[src/rtl/avg_state_sequencer_if.sv]
// avg_state_sequencer_if: groups the CPU strobes, state PROM, vector RAM and draw handshake.
// Latency: none, wiring only.
// Backpressure: draw completion (vec_done) is the only handshake carried here.
interface avg_state_sequencer_if #(
  parameter int unsigned PC_W = 13
);
  logic            go;
  logic            vgrst;
  logic [7:0]      prom_addr;
  logic            prom_cs;
  logic [3:0]      prom_dout;
  logic [PC_W-1:0] vram_addr;
  logic            vram_rd;
  logic [7:0]      vram_data;
  logic [31:0]     vec_word;
  logic [3:0]      op;
  logic            draw_go;
  logic            vec_done;
  logic            busy;
  logic            halted;
  logic            err;

  // Sequencer side.
  modport master (
    input  go, vgrst, prom_dout, vram_data, vec_done,
    output prom_addr, prom_cs, vram_addr, vram_rd, vec_word, op,
           draw_go, busy, halted, err
  );

  // Environment side: CPU, PROM, RAM and vector timer.
  modport slave (
    output go, vgrst, prom_dout, vram_data, vec_done,
    input  prom_addr, prom_cs, vram_addr, vram_rd, vec_word, op,
           draw_go, busy, halted, err
  );
endinterface

[src/rtl/avg_state_sequencer.sv]
// avg_state_sequencer: walks the vector-generator state PROM and executes each decoded state.
// Latency: lookup-to-lookup is 3 cycles (no-op/jump), 4 cycles (RAM byte fetch), 2+N for a draw.
// Backpressure: DRAW waits on vec_done; a watchdog forces a halt with err set after DRAW_TO cycles.
module avg_state_sequencer #(
  parameter int unsigned PC_W    = 13,
  parameter int unsigned DRAW_TO = 1023
) (
  input  logic                 clk,
  input  logic                 reset_n,
  avg_state_sequencer_if.master bus
);

  // Watchdog counts 0..DRAW_TO-1; the last value seen without vec_done ends the draw.
  localparam int unsigned     WD_W    = (DRAW_TO > 1) ? $clog2(DRAW_TO) : 1;
  localparam logic [WD_W-1:0] WD_LAST = WD_W'(DRAW_TO - 1);

  typedef enum logic [2:0] {
    S_IDLE,
    S_ADDR,
    S_LATCH,
    S_EXEC,
    S_MEM,
    S_DRAW
  } fsm_e;

  fsm_e            fsm_q, fsm_d;
  logic [3:0]      state_q, state_d;
  logic [3:0]      op_q, op_d;
  logic [PC_W-1:0] pc_q, pc_d;
  logic [3:0][7:0] data_q, data_d;
  logic [1:0]      k_q, k_d;
  logic [WD_W-1:0] wd_q, wd_d;
  logic            err_q, err_d;

  logic            prom_cs;
  logic            vram_rd;
  logic            draw_go;
  logic [12:0]     jump_tgt;

  // Jump target is the 13-bit byte address held in data1[4:0]:data0.
  assign jump_tgt = {data_q[1][4:0], data_q[0]};

  // Register all sequencer state; async reset returns to IDLE with everything cleared.
  always_ff @(posedge clk or negedge reset_n) begin
    if (!reset_n) begin
      fsm_q   <= S_IDLE;
      state_q <= '0;
      op_q    <= '0;
      pc_q    <= '0;
      data_q  <= '0;
      k_q     <= '0;
      wd_q    <= '0;
      err_q   <= 1'b0;
    end else begin
      fsm_q   <= fsm_d;
      state_q <= state_d;
      op_q    <= op_d;
      pc_q    <= pc_d;
      data_q  <= data_d;
      k_q     <= k_d;
      wd_q    <= wd_d;
      err_q   <= err_d;
    end
  end

  // Next-state and strobe decode; strobes depend only on the registered FSM state.
  always_comb begin
    fsm_d   = fsm_q;
    state_d = state_q;
    op_d    = op_q;
    pc_d    = pc_q;
    data_d  = data_q;
    k_d     = k_q;
    wd_d    = wd_q;
    err_d   = err_q;
    prom_cs = 1'b0;
    vram_rd = 1'b0;
    draw_go = 1'b0;

    unique case (fsm_q)
      S_IDLE: begin
        if (bus.go) begin
          pc_d    = '0;
          state_d = '0;
          op_d    = '0;
          fsm_d   = S_ADDR;
        end
      end

      S_ADDR: begin
        prom_cs = 1'b1;
        fsm_d   = S_LATCH;
      end

      S_LATCH: begin
        state_d = bus.prom_dout;
        fsm_d   = S_EXEC;
      end

      S_EXEC: begin
        if (!state_q[3]) begin
          fsm_d = S_ADDR;
        end else if (!state_q[2]) begin
          // 10kk: fetch one instruction byte into slot k.
          vram_rd = 1'b1;
          pc_d    = pc_q + 1'b1;
          k_d     = state_q[1:0];
          fsm_d   = S_MEM;
        end else begin
          unique case (state_q[1:0])
            2'b00: begin
              draw_go = 1'b1;
              wd_d    = '0;
              fsm_d   = S_DRAW;
            end
            2'b01: begin
              pc_d  = PC_W'(jump_tgt);
              fsm_d = S_ADDR;
            end
            2'b10: begin
              fsm_d = S_IDLE;
            end
            default: begin
              // Reserved code behaves as a no-op.
              fsm_d = S_ADDR;
            end
          endcase
        end
      end

      S_MEM: begin
        data_d[k_q] = bus.vram_data;
        if (k_q == 2'd1) begin
          op_d = bus.vram_data[7:4];
        end
        fsm_d = S_ADDR;
      end

      S_DRAW: begin
        if (bus.vec_done) begin
          fsm_d = S_ADDR;
        end else if (wd_q == WD_LAST) begin
          err_d = 1'b1;
          fsm_d = S_IDLE;
        end else begin
          wd_d = wd_q + 1'b1;
        end
      end

      default: begin
        fsm_d = S_IDLE;
      end
    endcase

    // Soft reset overrides whatever the FSM decided this cycle, including err.
    if (bus.vgrst) begin
      fsm_d   = S_IDLE;
      state_d = '0;
      op_d    = '0;
      pc_d    = '0;
      data_d  = '0;
      k_d     = '0;
      wd_d    = '0;
      err_d   = 1'b0;
    end
  end

  assign bus.prom_addr = {op_q, state_q};
  assign bus.prom_cs   = prom_cs;
  assign bus.vram_addr = pc_q;
  assign bus.vram_rd   = vram_rd;
  assign bus.vec_word  = data_q;
  assign bus.op        = op_q;
  assign bus.draw_go   = draw_go;
  assign bus.halted    = (fsm_q == S_IDLE);
  assign bus.busy      = (fsm_q != S_IDLE);
  assign bus.err       = err_q;

endmodule

[src/flat_wrapper.sv]
// flat-port wrapper written by rule: the top's interface ports become plain ports
module avg_state_sequencer_flat 
#(
  parameter int unsigned PC_W    = 13,
  parameter int unsigned DRAW_TO = 1023
)
  (clk, reset_n, bus_go, bus_vgrst, bus_prom_dout, bus_vram_data, bus_vec_done, bus_prom_addr, bus_prom_cs, bus_vram_addr, bus_vram_rd, bus_vec_word, bus_op, bus_draw_go, bus_busy, bus_halted, bus_err);
  avg_state_sequencer_if #(.PC_W(PC_W)) bus_i ();
  input  logic clk;
  input  logic reset_n;
  input wire logic [$bits(bus_i.go)-1:0] bus_go;
  input wire logic [$bits(bus_i.vgrst)-1:0] bus_vgrst;
  input wire logic [$bits(bus_i.prom_dout)-1:0] bus_prom_dout;
  input wire logic [$bits(bus_i.vram_data)-1:0] bus_vram_data;
  input wire logic [$bits(bus_i.vec_done)-1:0] bus_vec_done;
  output wire logic [$bits(bus_i.prom_addr)-1:0] bus_prom_addr;
  output wire logic [$bits(bus_i.prom_cs)-1:0] bus_prom_cs;
  output wire logic [$bits(bus_i.vram_addr)-1:0] bus_vram_addr;
  output wire logic [$bits(bus_i.vram_rd)-1:0] bus_vram_rd;
  output wire logic [$bits(bus_i.vec_word)-1:0] bus_vec_word;
  output wire logic [$bits(bus_i.op)-1:0] bus_op;
  output wire logic [$bits(bus_i.draw_go)-1:0] bus_draw_go;
  output wire logic [$bits(bus_i.busy)-1:0] bus_busy;
  output wire logic [$bits(bus_i.halted)-1:0] bus_halted;
  output wire logic [$bits(bus_i.err)-1:0] bus_err;
  assign bus_i.go = bus_go;
  assign bus_i.vgrst = bus_vgrst;
  assign bus_i.prom_dout = bus_prom_dout;
  assign bus_i.vram_data = bus_vram_data;
  assign bus_i.vec_done = bus_vec_done;
  assign bus_prom_addr = bus_i.prom_addr;
  assign bus_prom_cs = bus_i.prom_cs;
  assign bus_vram_addr = bus_i.vram_addr;
  assign bus_vram_rd = bus_i.vram_rd;
  assign bus_vec_word = bus_i.vec_word;
  assign bus_op = bus_i.op;
  assign bus_draw_go = bus_i.draw_go;
  assign bus_busy = bus_i.busy;
  assign bus_halted = bus_i.halted;
  assign bus_err = bus_i.err;
  avg_state_sequencer #(.PC_W(PC_W), .DRAW_TO(DRAW_TO)) u_core (.clk(clk), .reset_n(reset_n), .bus(bus_i));
endmodule
[config.mk]
export PLATFORM = sky130hd
export DESIGN_NAME = avg_state_sequencer_flat
export DESIGN_NICKNAME = d
export VERILOG_FILES = /design/src/rtl/avg_state_sequencer_if.sv /design/src/rtl/avg_state_sequencer.sv /design/src/flat_wrapper.sv
export SDC_FILE = /design/constraint.sdc
export NUM_CORES = 1
export LEC_CHECK = 0
export ABC_AREA = 1
export CAP_MARGIN = 20
export CORE_ASPECT_RATIO = 1.4
export CORE_UTILIZATION = 46
export DETAILED_ROUTE_END_ITERATION = 8
export GPL_TIMING_DRIVEN = 0
export PLACE_DENSITY = 0.74
export SYNTH_ARGS = -nofsm -noshare
export SYNTH_HDL_FRONTEND = slang
export SYNTH_SLANG_ARGS = --single-unit
[constraint.sdc]
create_clock -name clk -period 1.4 [get_ports clk]
set_input_delay 0.28 -clock clk [delete_from_list [all_inputs] [get_ports clk]]
set_output_delay 0.28 -clock clk [all_outputs]
set_load 0.05 [all_outputs]
Yosys cells after proc, flatten, opt, wreduce, memory -nomap -nowiden
Index checks and enable logic that the tools add are counted.
W data, S select, Z words.
{ "word_totals": {"reg_bits": 69, "out_inout_bits": 63, "elab_cells": 103} }
{ "classes": {"addsub": 2, "magnitude_cmp": 2, "eq_ne": 20, "n_mux": 48, "reduce_logical": 20} }
{ "op_table": {"columns": ["cell", "n"], "rows": [
  ["$mux W13", 5],
  ["$mux W32", 2],
  ["$mux W10", 6],
  ["$bwmux W32", 1],
  ["$pmux W13 S2", 1],
  ["$pmux W10 S2", 1],
  ["$mux W3", 6],
  ["$pmux W3 S6", 1],
  ["$demux W8 S2", 1],
  ["$mux W4", 4],
  ["$pmux W4 S2", 2],
  ["$reduce_bool A3 Y1", 5],
  ["$add A13 B1 Y13 const B", 1],
  ["$mux W1", 12],
  ["$ne A3 B2 Y1 const B", 4],
  ["$add A10 B1 Y10 const B", 1],
  ["$eq A10 B10 Y1 const B", 1],
  ["$reduce_bool A2 Y1", 5],
  ["$ne A3 B3 Y1 const B", 3],
  ["$reduce_and A3 Y1", 3],
  ["$mux W2", 4],
  ["$mux W8", 1],
  ["$eq A3 B2 Y1 const B", 2],
  ["$eq A3 B3 Y1 const B", 2],
  ["other kinds (15)", 18]
]} }

Longest topological paths before layout
{ "depth": {"depth_word": 7, "mapped_depth": 11, "depth_no_buf": 10} }

Worst setup path before layout
Ideal clock, no wire load.
{ "synth_path": {"kind": "register -> register", "from": "register u_core.state_q[3]", "to": "register u_core.k_q[1]", "t_arrival_ns": 1.914, "slack_ns": -0.642, "stages_incl_launch_ff": 8, "path_buffers": 0, "path_cell_list": "dfrtp_1 -> inv_1 -> nor2_1 -> inv_1 -> nor2_1 -> nor2_1 -> nand2_1 -> o21ai_0"} }
{ "synth_via": {"elab_chain_cells": 2} }
{ "synth_rtl": {"columns": ["item", "line_no", "source"], "rows": [
  ["start, declared", "avg_state_sequencer.sv:27", "logic [3:0] state_q, state_d;"],
  ["start signal, assigned", "avg_state_sequencer.sv:56", "state_q <= state_d;"],
  ["$reduce_bool A2 Y1 (no source line)", null, null],
  ["$reduce_and A3 Y1 (no source line)", null, null],
  ["end signal, assigned", "avg_state_sequencer.sv:60", "k_q <= k_d;"],
  ["end, declared", "avg_state_sequencer.sv:31", "logic [1:0] k_q, k_d;"]
]} }
No other way between the ends.
A chain may end at the register's enable or synchronous reset.

Worst setup path in the final report
{ "layout_path": {"from": "register u_core.fsm_q[1]", "to": "output bus_vram_rd"} }
{ "layout_via": {"elab_chain_cells": 2} }
{ "layout_rtl": {"columns": ["item", "line_no", "source"], "rows": [
  ["start, declared", "avg_state_sequencer.sv:26", "fsm_e fsm_q, fsm_d;"],
  ["start signal, assigned", "avg_state_sequencer.sv:55", "fsm_q <= fsm_d;"],
  ["$eq A3 B2 Y1", "avg_state_sequencer.sv:80", "unique case (fsm_q)"],
  ["$mux W1", "avg_state_sequencer.sv:80", null],
  ["end, declared", "flat_wrapper.sv:19", "output wire logic [$bits(bus_i.vram_rd)-1:0] bus_vram_rd;"]
]} }
No other way between the ends.

==> results.sh <==
export IMPL_ant_nets=0
export IMPL_dpl_instance_area_um2=4520
export IMPL_coreArea_um2=7450
export IMPL_root_buffer="clkbuf_8"
export IMPL_synth_top_area_share_pct=48.3
export IMPL_die_w_um=76.5
export IMPL_critical_path_depth=7
export IMPL_yosys_register_bits=69
export IMPL_synthArstFlopShare_pct=100
export IMPL_synth_edf_count=0
export IMPL_area_growth_pct=47.3
export IMPL_syn_avg_cell_area_um2=7.55
export IMPL_ys_warn_count=0
export IMPL_hold_viol_final=0
export IMPL_p_leak_nw=2.63
export IMPL_initial_utilization_pct=47.9
export IMPL_fin_cells=710
export IMPL_status="complete, but fails checks"
export IMPL_wl_per_cell_um=17.8
export IMPL_cap_violations=0
export IMPL_path_buf_inv=3
export IMPL_drtIter0Drc=371
export IMPL_ir_worst_vdd_uv=707
export IMPL_post_synth_top_area_cell="dfrtp_1"
export IMPL_place_inst=648
export IMPL_grt_antenna_before_repair=0
export IMPL_clock_sinks=69
export IMPL_crit_top_cell="nor2_4"
export IMPL_ioPinCount=80
export IMPL_drtPass1Iterations=5
export IMPL_yosysMostFrequentCell="nand2_1"
export IMPL_drc=0
export IMPL_cts_tree="done"
export IMPL_slew_viol_final=0
export IMPL_utilization_pct=70.6
export IMPL_p_sw_share_pct=28.3
export IMPL_grt_pass1_wl_mm=18.4
export IMPL_layout_drive_gt1_share_pct=39.2
export IMPL_crit_type="reg2out"
export IMPL_vias=4017
export IMPL_cp_max_fo=3
export IMPL_fin_total_pwr_mw=4.54
export IMPL_synthCells=473
export IMPL_crit_arrival_ns=1.50
export IMPL_drt_total_wl_mm=12.7
export IMPL_clkPwrFrac_pct=39.9
export IMPL_maxSlewHeadroom_pct=41.7
export IMPL_vias_per_cell=5.66
export IMPL_synth_area_leaders="dfrtp_1, nand2_1, nand3_1"
export IMPL_worst_slack_ns=-0.385
export IMPL_die_height_um=106
export IMPL_clkTransAtPathRegs_ns=0.08
export IMPL_rsz0062_at_grt="true"
export IMPL_crit_chain="inv_2 > nor2_4 > nand2_2 > nor2_4 > inv_4 > nor2_4 > buf_6"
export IMPL_fin_skew_ns=0.0113
export IMPL_cts_hold_buf=0
export IMPL_dp_slack_ns=-0.756
export IMPL_worst_slew_pin_slew_ns=0.875
export IMPL_busiest_layer="met2"
export IMPL_cp_required_ns=1.12
export IMPL_fin_nets=629
export IMPL_syn_nets=493
export IMPL_cp_start_kind="register"
export IMPL_fmax_ghz=0.560
export IMPL_rr_worst_depth=12
export IMPL_met1_usage_pct=33.3
export IMPL_violations="setup timing"
export IMPL_clock_latency_ns=0.36
export IMPL_cts_buffer_depth=2
export IMPL_port_buffer_count=78
export IMPL_combPwrFrac_pct=15.5
export IMPL_cts_max_level=3
export IMPL_numCtsBuffers=9
export IMPL_grt_pass1_vias=3689
export IMPL_p_sw_mw=1.28
export IMPL_dp_hpwl_mm=7.32
export IMPL_finalSetupViolCount=51
export IMPL_fin_setup_tns_ns=-10.45
export IMPL_row_count=37
export IMPL_cp_end_kind="output port"
export IMPL_final_cell_area_um2=5260
export IMPL_max_stage_delay_ns=0.39
export IMPL_seqPwrFrac_pct=44.6
export IMPL_fill_cells=565
export IMPL_power_density_nw_per_um2=863
export IMPL_ys_flop_type="dfrtp_1"
export IMPL_gr_usage_all_layers_pct=29.5
export IMPL_hold_worst_slack_ns=0.0254
export IMPL_met2_usage_pct=50.8
export IMPL_dieArea_um2=8130
export IMPL_yosys_top_cells_count="nand2_1, dfrtp_1, nand3_1"
export IMPL_hp_class="in2async"
export IMPL_n_antenna_cell=0
export IMPL_grt_max_degree=70
export IMPL_crit_path_top_delay_cell="dfrtp_1"
export IMPL_ys_types=34
export IMPL_internal_power_mw=3.26
export IMPL_gp_congestion=0.892
export IMPL_yosysSeqAreaShare_pct=48.3
export IMPL_netlist_area_um2=3570
export IMPL_crit_family="simple AND/OR/NAND/NOR gates"
export IMPL_period_needed_ns=1.78
export IMPL_gr_usage_met3_pct=7.30
export IMPL_overflow=0
export IMPL_fin_crit_sh_pct=127
## flip-flops by register name (all words and copies together), names as in the netlist
register,count
u_core.k_q,2
u_core.state_q,4
u_core.bus.vram_addr,13
u_core.fsm_q,3
u_core.wd_q,10
u_core.bus.op,4
u_core.bus.vec_word,32
u_core.bus.err,1
## cell families after synthesis
group                    synth area share (%)
XOR/XNOR                                 1.23
buffers and inverters                    7.39
multiplexers                            0.280
flip-flops                               48.3
AO/OA/AOI/OAI                            9.70
AND/OR/NAND/NOR                          32.0
adder cells (fa/ha/maj)                  1.05
## path summary, 6_finish.rpt
check                      slack, ns                      end             start
max in group asynchronous       0.77          u_core.fsm_q[0]           reset_n
max reg2reg                    -0.36           u_core.wd_q[6]   u_core.fsm_q[1]
min in group clk                0.38          u_core.fsm_q[0]         bus_vgrst
max                            -0.38              bus_vram_rd   u_core.fsm_q[1]
min                             0.03  u_core.bus.vram_addr[0]           reset_n
min reg2reg                     0.51         u_core.bus.op[2]  u_core.bus.op[2]
## repair_timing
item | in CTS | in global routing
setup endpoints to repair | 127 | 98
pin swaps | 21 | 17
buffers inserted | 25 | 16
gates resized for setup | 364 | 119
gates cloned | 4 | 3
## cell usage in the layout, fill, tap and decap left out, drive strengths merged, types with 2 or more instances in the layout
| master | Yosys | routed |
|---|---|---|
| a21oi | 6 | 6 |
| clkinvlp | 0 | 2 |
| buf | 16 | 117 |
| dfrtp | 69 | 69 |
| ha | 3 | 3 |
| bufinv | 0 | 2 |
| nand2 | 131 | 131 |
| clkinv | 1 | 3 |
| nand3 | 66 | 67 |
| xor2 | 4 | 4 |
| o21ai | 54 | 54 |
| nor3 | 7 | 7 |
| inv | 41 | 41 |
| nor2 | 55 | 56 |
| clkbuf | 4 | 19 |
| nand4 | 4 | 4 |
| clkdlybuf4s50 | 0 | 14 |
| or2 | 4 | 4 |
| clkdlybuf4s15 | 0 | 2 |
## layer usage
| metal | routed length (um) | up-vias |
|---|---|---|
| met3 | 991 | 64 |
| met2 | 6510 | 262 |
| met5 | 0 | - |
| met4 | 726 | 0 |
| met1 | 4430 | 1891 |
| li1 | - | 1800 |
## power groups by stage
| stage | sequential, mW | combinational (mW) | clock (mW) |
|---|---|---|---|
| floorplan | 2.08 | 0.241 | 0 |
| global placement | 2.06 | 0.451 | 0 |
| detailed placement | 2.06 | 0.455 | 0 |
| CTS | 2.02 | 0.612 | 1.82 |
| global route | 2.03 | 0.736 | 1.90 |
| finish | 2.02 | 0.704 | 1.81 |
## area by class of cell
class                   count  area [um2]  share of cell area, %
plain buffers              20         155                   2.95
well taps                  97         121                   2.31
repair buffers            123         921                   17.5
clock inverters             6        88.8                   1.69
flip-flops and latches     69        1740                   33.1
inverters                  42         173                   3.28
multi-input cells         344        1940                   36.8
clock buffers               9         124                   2.35
No activity file was read; power rests on OpenSTA's default activity.
==> variant (config.mk and constraints unchanged) <==
The 6 states of `fsm_e` get a Gray code encoding in 3 bits.
--- a/src/rtl/avg_state_sequencer.sv
+++ b/src/rtl/avg_state_sequencer.sv
@@ -15,12 +15,12 @@
   localparam logic [WD_W-1:0] WD_LAST = WD_W'(DRAW_TO - 1);
 
   typedef enum logic [2:0] {
-    S_IDLE,
-    S_ADDR,
-    S_LATCH,
-    S_EXEC,
-    S_MEM,
-    S_DRAW
+    S_IDLE  = 3'b000,
+    S_ADDR  = 3'b001,
+    S_LATCH = 3'b011,
+    S_EXEC  = 3'b010,
+    S_MEM   = 3'b110,
+    S_DRAW  = 3'b111
   } fsm_e;
 
   fsm_e            fsm_q, fsm_d;
Check against the original RTL: no difference found for any inputs over 10 cycles, from zero or initial values and one cycle with reset_n low; not proved beyond that.
==> variant against the original RTL <==
- critical path type unchanged
- core utilization up 1.8 points
- register-to-register slack improved by 50 ps
- non-clock buffer count grew 1
- worst hold slack got worse by 1.2 ps
- the flow still finishes with violations (negative setup slack)
- synthesized area rose by 2.7%
- power down 1.7%
- highest routed layer unchanged
- setup slack worse by 57 ps
- wire length increased by 4.4%
- combinational power is 3% lower
- design area rose by 6.6%
- sequential cell count unchanged
- largest cell class unchanged
- largest power group unchanged
==> variant: results (changes against the original RTL) <==
| Metric | Value |
|---|---|
| Vias in the first global route | 3910 (+6.0%) |
| Post-Synth Adder-Cell Area | 1.02% (-0.028 points) |
| # port buffers | 79 (+1.3%) |
| Outcome | complete, but fails checks |
| Maximum vdd drop | 1.02 mV (+44%) |
| DP Wirelength | 7220 microns (-1.3%) |
| Worst Setup SP | u_core.fsm_q[2]$_DFFE_PN0P_ |
| Worst setup endpoint | bus_draw_go |
| Synth top area cells | dfrtp_1, nand2_1, nand3_1, o21ai_0, inv_1 |
| Syn Nets | 494 (+0.20%) |
| Synthesized instance count | 474 (+0.21%) |
| Lkg Pwr | 0.00264 uW (+0.24%) |
| Worst flop-to-flop path startpoint | u_core.fsm_q[0]$_DFFE_PN0P_ |
| Failing checks | negative setup slack |
| Nets | 632 (+0.48%) |
| Place WS | -696 ps (+59.3 ps) |
| WL final | 13200 microns (+4.4%) |
| Post-synthesis xor/xnor area fraction | 1.19% (-0.033 points) |
| Worst-path fanout max | 4 (+1) |
| GPL Wtd Cong | 0.844 (-5.3%) |
| Reg2reg path depth | 9 (-3) |
| Vias per inst | 5.74 (+1.5%) |
| Gr usage total | 29.6% (+0.13 points) |
| Worst R2R End | u_core.bus.vec_word[22]$_DFFE_PN0P_ |
| WP data arrival | 1560 ps (+60 ps) |
| Dpl cells | 653 (+0.77%) |
| Setup ws final | -442 ps (-56.8 ps) |
| Via count | 4117 (+2.5%) |
| Sequential area share after synthesis | 47.1% (-1.3 points) |
| Multiplexer share of the synthesized area | 0% (-0.28 points) |
| Post-synth cell types | 38 (+12%) |
| Worst-path clk slew | 100 ps (+20 ps) |
| R2R Setup Slk | -310 ps (+50 ps) |
| Final setup viols | 76 (+49%) |
variant: layout make-up:
| cell class | count | area, sq um | share of cell area, % |
|---|---|---|---|
| inverters | 60 | 250 | 4.46 |
| multi-input cells | 328 | 2060 | 36.8 |
| well taps | 100 | 125 | 2.23 |
| clock buffers | 9 | 124 | 2.21 |
| flip-flops and latches | 69 | 1750 | 31.2 |
| clock inverters | 7 | 82.6 | 1.47 |
| repair buffers | 128 | 1080 | 19.2 |
| plain buffers | 16 | 138 | 2.45 |
variant: per-stage QoR:
stage          area, sq um  utilization, %  hold WS [ps]  total power [uW]
3_5_place_dp          4710            60.7           462              2500
4_1_cts               5320            68.6          69.4              4340
5_1_grt               5610            72.4           104              4590
2_1_floorplan         3790               -         -15.6              2320
3_3_place_gp          4710            60.8           460              2490
6_report              5610            72.4          24.2              4460
variant: critical path, cell delays in order, from the launching register on:
cell     delay (ps)
dfrtp_2         470
nor2_4          140
nand2_4          80
nor2_4          120
inv_4            70
nor2_4          160
buf_8           160
variant: worst min path at each step:
stage | to | slack, ps | cells after the start
after floorplan | u_core.bus.err$_DFFE_PN0P_ | -20 | 0
after global placement | u_core.bus.vec_word[15]$_DFFE_PN0P_ | 460 | 2
after detailed placement | u_core.wd_q[7]$_DFFE_PN0P_ | 460 | 1
after CTS | u_core.wd_q[4]$_DFFE_PN0P_ | 70 | 1
after global routing | u_core.wd_q[0]$_DFFE_PN0P_ | 100 | 1
final | u_core.wd_q[0]$_DFFE_PN0P_ | 20 | 1
variant: cell families (layout without fill, tap and decap cells):
logic type	after synthesis	after routing
xor+xnor	5	5
buf+inv	77	220
simple gates	248	248
flops	69	69
compound gates	72	72
fa+ha+maj	3	3
variant: repair_timing:
action	4_1_cts	5_1_grt
resized for setup	387	117
cloned	3	1
pin swaps	26	26
setup endpoints to repair	131	99
buffers inserted	29	18
variant: metal layers:
layer | part of all wire (%) | up-vias | GRT usage, %
li1 | - | 1823 | -
met1 | 37 | 2036 | 33.7
met2 | 53 | 198 | 52.8
met3 | 5.6 | 60 | 5.08
met4 | 4.5 | 0 | 15.0
met5 | 0 | - | 0
variant: power breakdown:
group	total [uW]	switching [uW]	internal, uW
clock network	1760	909	851
registers	2020	14.6	2000
logic	686	420	266
